File: config.mk
export PLATFORM = sky130hd
export DESIGN_NAME = fir_decim_packer
export DESIGN_NICKNAME = d
export VERILOG_FILES = /design/src/rtl/fir_pkg.sv /design/src/rtl/fir_sync_fifo.sv /design/src/rtl/fir_decim_packer.sv
export SDC_FILE = /design/constraint.sdc
export NUM_CORES = 1
export LEC_CHECK = 0
export CELL_PAD_IN_SITES_DETAIL_PLACEMENT = 1
export CELL_PAD_IN_SITES_GLOBAL_PLACEMENT = 1
export CORE_MARGIN = 2
export CORE_UTILIZATION = 45
export DETAILED_ROUTE_END_ITERATION = 8
export PLACE_DENSITY_LB_ADDON = 0.1
export RECOVER_POWER = 100
export SLEW_MARGIN = 30
export SYNTH_ARGS = -nofsm -noshare
export SYNTH_HDL_FRONTEND = slang
export SYNTH_HIERARCHICAL = 1
export SYNTH_SLANG_ARGS = --single-unit
File: constraint.sdc
create_clock -name clk -period 4.2 [get_ports clk]
set_input_delay 0.84 -clock clk [delete_from_list [all_inputs] [get_ports clk]]
set_output_delay 0.84 -clock clk [all_outputs]
set_load 0.02 [all_outputs]
File: src/rtl/fir_pkg.sv
// Shared widths and the round/shift/saturate helper for the FIR decimating packer.
// Widths are fixed here; DECIM up to 8 keeps the accumulator inside ACC_W.
package fir_pkg;

    localparam int IN_W  = 20;
    localparam int OUT_W = 16;
    localparam int ACC_W = 23;

    localparam logic signed [ACC_W:0] SAT_MAX = (ACC_W+1)'((2**(OUT_W-1)) - 1);
    localparam logic signed [ACC_W:0] SAT_MIN = (ACC_W+1)'(-(2**(OUT_W-1)));

    // Round half up, arithmetic shift, then clamp to the signed OUT_W range.
    function automatic logic [OUT_W-1:0] sat_round(input logic signed [ACC_W:0] sum,
                                                   input int shift);
        logic signed [ACC_W:0] half;
        logic signed [ACC_W:0] r;
        half = (ACC_W+1)'(1) <<< (shift - 1);
        r    = sum + half;
        r    = r >>> shift;
        if (r > SAT_MAX) begin
            return SAT_MAX[OUT_W-1:0];
        end else if (r < SAT_MIN) begin
            return SAT_MIN[OUT_W-1:0];
        end
        return r[OUT_W-1:0];
    endfunction

endpackage

File: src/rtl/fir_sync_fifo.sv
// DEPTH-entry FIFO with a registered head word; capacity counts the head entry.
// Writes land in storage first, so the head appears one cycle after the write.
module fir_sync_fifo #(
    parameter int DEPTH = 4,
    parameter int W     = 16
) (
    input  logic         clk,
    input  logic         rst,
    input  logic         wr_en_i,
    input  logic [W-1:0] wr_data_i,
    input  logic         rd_en_i,
    output logic [W-1:0] rd_data_o,
    output logic         valid_o,
    output logic         full_o
);
    localparam int AW = $clog2(DEPTH);
    localparam int CW = $clog2(DEPTH + 1);

    logic [W-1:0]  mem [DEPTH];
    logic [AW-1:0] wr_ptr_q, wr_ptr_d;
    logic [AW-1:0] rd_ptr_q, rd_ptr_d;
    logic [CW-1:0] cnt_q, cnt_d;
    logic [W-1:0]  head_q, head_d;
    logic          head_valid_q, head_valid_d;
    logic          pop, push, mem_has, load;

    assign full_o    = (cnt_q == CW'(DEPTH));
    assign valid_o   = head_valid_q;
    assign rd_data_o = head_valid_q ? head_q : '0;

    assign pop     = rd_en_i && head_valid_q;
    assign push    = wr_en_i && (!full_o || pop);
    assign mem_has = (cnt_q - CW'(head_valid_q)) != '0;
    assign load    = mem_has && (!head_valid_q || pop);

    always_comb begin
        wr_ptr_d     = wr_ptr_q;
        rd_ptr_d     = rd_ptr_q;
        head_d       = head_q;
        head_valid_d = head_valid_q;
        cnt_d        = cnt_q + CW'(push) - CW'(pop);
        if (push) begin
            wr_ptr_d = wr_ptr_q + AW'(1);
        end
        if (load) begin
            rd_ptr_d     = rd_ptr_q + AW'(1);
            head_d       = mem[rd_ptr_q];
            head_valid_d = 1'b1;
        end else if (pop) begin
            head_valid_d = 1'b0;
        end
    end

    always_ff @(posedge clk) begin
        if (push) begin
            mem[wr_ptr_q] <= wr_data_i;
        end
    end

    always_ff @(posedge clk or negedge rst) begin
        if (!rst) begin
            wr_ptr_q     <= '0;
            rd_ptr_q     <= '0;
            cnt_q        <= '0;
            head_q       <= '0;
            head_valid_q <= 1'b0;
        end else begin
            wr_ptr_q     <= wr_ptr_d;
            rd_ptr_q     <= rd_ptr_d;
            cnt_q        <= cnt_d;
            head_q       <= head_d;
            head_valid_q <= head_valid_d;
        end
    end

endmodule

File: src/rtl/fir_decim_packer.sv
// Integrate-and-dump decimator for the FIR output stream: accumulate DECIM samples,
// round/shift/saturate, stage, then push into a small output FIFO with drop accounting.
module fir_decim_packer
    import fir_pkg::*;
#(
    parameter int DECIM = 8,
    parameter int SHIFT = 3,
    parameter int DEPTH = 4
) (
    input  logic             clk,
    input  logic             rst,
    input  logic             clr,
    input  logic             in_valid,
    input  logic [IN_W-1:0]  in_data,
    output logic             out_valid,
    input  logic             out_ready,
    output logic [OUT_W-1:0] out_data,
    output logic             ovf,
    output logic [7:0]       drop_cnt
);
    localparam int PH_W = $clog2(DECIM);

    logic [PH_W-1:0]         phase_q, phase_d;
    logic signed [ACC_W-1:0] acc_q, acc_d;
    logic [OUT_W-1:0]        stage_q, stage_d;
    logic                    stage_valid_q, stage_valid_d;
    logic                    ovf_q, ovf_d;
    logic [7:0]              drop_cnt_q, drop_cnt_d;

    logic signed [ACC_W-1:0] sample_ext;
    logic signed [ACC_W-1:0] sum;
    logic                    fifo_full, pop, push_req, push, drop;

    assign sample_ext = ACC_W'($signed(in_data));
    assign sum        = acc_q + sample_ext;

    assign pop      = out_valid && out_ready;
    // A clear in the hand-off cycle discards the staged word along with the partial sum.
    assign push_req = stage_valid_q && !clr;
    assign push     = push_req && (!fifo_full || pop);
    assign drop     = push_req && !push;

    always_comb begin
        phase_d       = phase_q;
        acc_d         = acc_q;
        stage_d       = stage_q;
        stage_valid_d = 1'b0;
        ovf_d         = ovf_q | drop;
        drop_cnt_d    = drop_cnt_q;
        if (drop && (drop_cnt_q != 8'hFF)) begin
            drop_cnt_d = drop_cnt_q + 8'd1;
        end
        if (clr) begin
            phase_d = '0;
            acc_d   = '0;
        end else if (in_valid) begin
            if (phase_q == PH_W'(DECIM - 1)) begin
                stage_d       = sat_round((ACC_W+1)'(sum), SHIFT);
                stage_valid_d = 1'b1;
                acc_d         = '0;
                phase_d       = '0;
            end else begin
                acc_d   = sum;
                phase_d = phase_q + PH_W'(1);
            end
        end
    end

    always_ff @(posedge clk or negedge rst) begin
        if (!rst) begin
            phase_q       <= '0;
            acc_q         <= '0;
            stage_q       <= '0;
            stage_valid_q <= 1'b0;
            ovf_q         <= 1'b0;
            drop_cnt_q    <= '0;
        end else begin
            phase_q       <= phase_d;
            acc_q         <= acc_d;
            stage_q       <= stage_d;
            stage_valid_q <= stage_valid_d;
            ovf_q         <= ovf_d;
            drop_cnt_q    <= drop_cnt_d;
        end
    end

    assign ovf      = ovf_q;
    assign drop_cnt = drop_cnt_q;

    fir_sync_fifo #(
        .DEPTH (DEPTH),
        .W     (OUT_W)
    ) u_fifo (
        .clk       (clk),
        .rst       (rst),
        .wr_en_i   (push),
        .wr_data_i (stage_q),
        .rd_en_i   (out_ready),
        .rd_data_o (out_data),
        .valid_o   (out_valid),
        .full_o    (fifo_full)
    );

endmodule

==> flow_summary_export.csv <==
group,metric,value,unit
route,final_antenna_net_count,0,
status,violations,"max-capacitance violations, max-slew violations",
power,p_int,3.39,mW
cells_and_area,drive_gt1_share,21.4,%
setup_path,max_stage_delay,0.44,ns
route,drt_wl_total,18.7,mm
cells_and_area,fillers,1775,
timing,worst_slew_pin_slew,2.00,ns
synth,synth_xor_area_share,5.24,%
global_routing,grt_pass1_wl,30.2,mm
floorplanning,die-area,18300,µm²
route,vias,5439,
power,vdd_drop_max,0.296,mV
setup_path,path_cells,"clkdlybuf4s50_1 > ha_1 > fa_1 > a211oi_4 > o21ai_4 > xor2_2 > buf_4 > and4_4 > nand4_4 > nor4_4 > a2111oi_0 > o32a_2 > buf_12 > o211ai_1",
place,hpwl,13.6,mm
floorplanning,ios,51,
timing,hold_ws,0.461,ns
power,p_seq_share,34.0,%
setup_path,crit_buf_inv,3,
cells_and_area,layout_commonest_cell,"dfrtp_1",
floorplanning,rows,48,
synth,netlist_area,7760,µm²
clock_network,cts_buffers,17,
timing,finalHoldViolCount,0,
floorplanning,fp.dieW,135,µm
clock_network,path_clk_slew,0.06,ns
timing,slew_headroom,-33.2,%
place,gp_congestion,0.879,
synth,synthAdderAreaFrac,5.84,%
clock_network,cts_tree,"yes",
global_routing,grt_pass1_vias,5788,
timing,finalCritPeriodShare,96.8,%
route,drtIter0Drc,199,
setup_path,critPathMaxFanout,15,
synth,yosysUniqueCellTypes,89,
clock_network,root_buffer,"clkbuf_16",
power,comb_power_share,34.5,%
synth,synthesis.nets,685,
setup_path,crit_required,4.53,ns
global_routing,overflow,0,
setup_path,crit_type,"primary input to register",
setup_path,end_kind,"register",
clock_network,cts_sinks,140,
route,wire_per_inst,19.2,µm
setup_path,reg2reg_depth,13,
cells_and_area,fin_nets,795,
power,powerDensity,540,nW/µm²
clock_network,htreeDepth,4,
setup_path,critPathTopFamily,"compound AO/OA/AOI/OAI gates",
setup_path,crit_start,"in_data[0]",
synth,yosys.area_share.simple,13.7,%
synth,synth_top_family_by_area,"compound AO/OA/AOI/OAI gates",
floorplanning,initial_core_util,45.5,%
job,drv_cap,1,
floorplanning,core,17100,µm²
setup_path,slowest_stage,"o32a_2",
global_routing,antenna_found_initial,0,
power,p_clk_share,31.4,%
cells_and_area,diodes,0,
synth,ys_warn_count,6,
cells_and_area,final_core_util,55.5,%
route,drt-vias-per-instance,5.59,
synth,synth_compound_area_share,14.9,%
setup_path,worst-path-stages,14,
setup_path,rr_endpoint,"stage_q[0]",
timing,fmaxAchievable,0.246,GHz
setup_path,arrival,4.39,ns
timing,drv_slew,77,
clock_network,clk_latency,0.42,ns
synth,synth_edf_count,64,
place,portBuffers,50,
route,drt_first_pass_iters,4,
global_routing,grt_usage,21.5,%
timing,period_needed,4.06,ns
timing,setup_violations,0,
setup_path,start_kind,"primary input",
clock_network,hold_buffers,0,
cells_and_area,synthToLayoutAreaGrowth,22.1,%
synth,syn_area_per_cell,12.4,µm²
setup_path,worstSetupEndpoint,"stage_q[0]",
synth,yosysSeqAreaShare,49.3,%
clock_network,clock_path_buffers,2,
setup_path,reg2reg_from,"acc_q[0]",
power,sw_frac_of_total,33.7,%
power,p_leak,4.09,nW
synth,synth_cells,625,
setup_path,rrSetupSlack,0.60,ns
synth,synthArstFlopShare,54.3,%
synth,ys_dominant_reg_cell,"dfrtp_1",
worst_hold_path,hold_path_class,"register to register",
status,status,"complete, but fails checks",
cells_and_area,final_cell_mix,"dfrtp_1, edfxtp_1, buf_4",
route,drc,0,
timing,clock_skew,0.00712,ns
synth,ys_seq_elements,140,
global_routing,grt_max_degree,77,
power,p_sw,1.72,mW
synth,synthMuxAreaShare,8.29,%
floorplanning,die_h,135,µm
-- worst min path at each step --
stage	start	to	slack (ns)	depth (start not counted)
final	ovf	ovf	0.46	1
after global routing	ovf	ovf	0.48	1
after CTS	rst	u_fifo/head_q[10]	0.47	1
after detailed placement	ovf	ovf	0.45	1
after global placement	ovf	ovf	0.45	1
after floorplan	u_fifo/head_q[13]	u_fifo/head_q[13]	0.45	1
-- synth_stat cells, types with 5 or more instances --
| library cell | n | area, µm² |
|---|---|---|
| xnor2_1 | 26 | 228 |
| nor2_1 | 23 | 86.3 |
| o211ai_2 | 12 | 150 |
| and3_1 | 8 | 50.1 |
| nor3b_1 | 5 | 37.5 |
| mux2_2 | 9 | 101 |
| dfrtp_1 | 76 | 1900 |
| a21oi_1 | 23 | 115 |
| buf_6 | 5 | 56.3 |
| inv_1 | 12 | 45.0 |
| ha_1 | 33 | 413 |
| a22o_1 | 17 | 149 |
| mux2_4 | 8 | 120 |
| edfxtp_1 | 64 | 1920 |
| a21o_1 | 9 | 67.6 |
| mux4_2 | 8 | 180 |
| nand2_1 | 54 | 203 |
| xor2_1 | 13 | 114 |
| o211ai_1 | 9 | 67.6 |
| o21ai_1 | 11 | 55.1 |
| nor3_1 | 10 | 50.1 |
| nand4_1 | 7 | 43.8 |
| clkbuf_1 | 12 | 45.0 |
| and2_1 | 26 | 163 |
| mux4_1 | 8 | 210 |
| nand3_1 | 12 | 60.1 |
| o21ai_0 | 21 | 105 |
-- routing by layer --
layer	share of wire [%]	GRT usage, %
met3	2.7	4.04
met4	1.4	6.19
met5	0	0
met1	44	27.0
met2	52	38.0
-- registers in the layout, summed over array words and instances, names as in the netlist --
| register | count |
|---|---|
| acc_q | 23 |
| drop_cnt | 8 |
| ovf | 1 |
| phase_q | 3 |
| stage_q | 16 |
| stage_valid_q | 1 |
| u_fifo/cnt_q | 3 |
| u_fifo/head_q | 16 |
| u_fifo/mem | 64 |
| u_fifo/rd_ptr_q | 2 |
| u_fifo/valid_o | 1 |
| u_fifo/wr_ptr_q | 2 |
-- cells by family (layout without fill, tap and decap cells) --
family          after synthesis  count (layout)
simple gates                185             185
xor+xnor                     43              43
fa+ha+maj                    35              35
buf+inv                      37             160
mux                          36              36
flops                       140             140
compound gates              149             149
-- power by group through the flow --
stage / clock network [mW] / registers [mW] / logic, mW
3_3_place_gp: 0 / 1.76 / 1.80
6_report: 1.61 / 1.74 / 1.77
2_1_floorplan: 0 / 1.66 / 1.31
5_1_grt: 1.70 / 1.77 / 1.93
3_5_place_dp: 0 / 1.78 / 1.86
4_1_cts: 1.64 / 1.75 / 1.87
-- per-stage QoR --
| stage | std cells | total power, mW | worst slack (ns) | area, µm² | TNS (ns) |
|---|---|---|---|---|---|
| after detailed placement | 937 | 3.64 | -0.289 | 8870 | -3.97 |
| after floorplan | 625 | 2.96 | 0.296 | 7760 | 0 |
| final | 973 | 5.12 | 0.136 | 9470 | 0 |
| after CTS | 969 | 5.26 | 0.141 | 9500 | 0 |
| after global routing | 973 | 5.40 | -0.0401 | 9470 | -0.363 |
| after global placement | 937 | 3.56 | -0.100 | 8860 | -1.23 |
-- what timing repair did --
item | 4_1_cts | 5_1_grt
setup endpoints to repair | 0 | 15
buffers inserted | 0 | 4
gates resized for setup | 0 | 6
-- layout make-up --
cell class / instances / area [µm²] / share of cell area, %
Clock buffer: 17 / 425 / 4.49
Clock inverter: 15 / 203 / 2.14
Inverter: 12 / 45.0 / 0.476
Multi-Input combinational cell: 448 / 3710 / 39.2
Sequential cell: 140 / 3820 / 40.4
Tap cell: 225 / 282 / 2.97
Timing Repair Buffer: 116 / 982 / 10.4
Power figures use the tool's default switching activity.
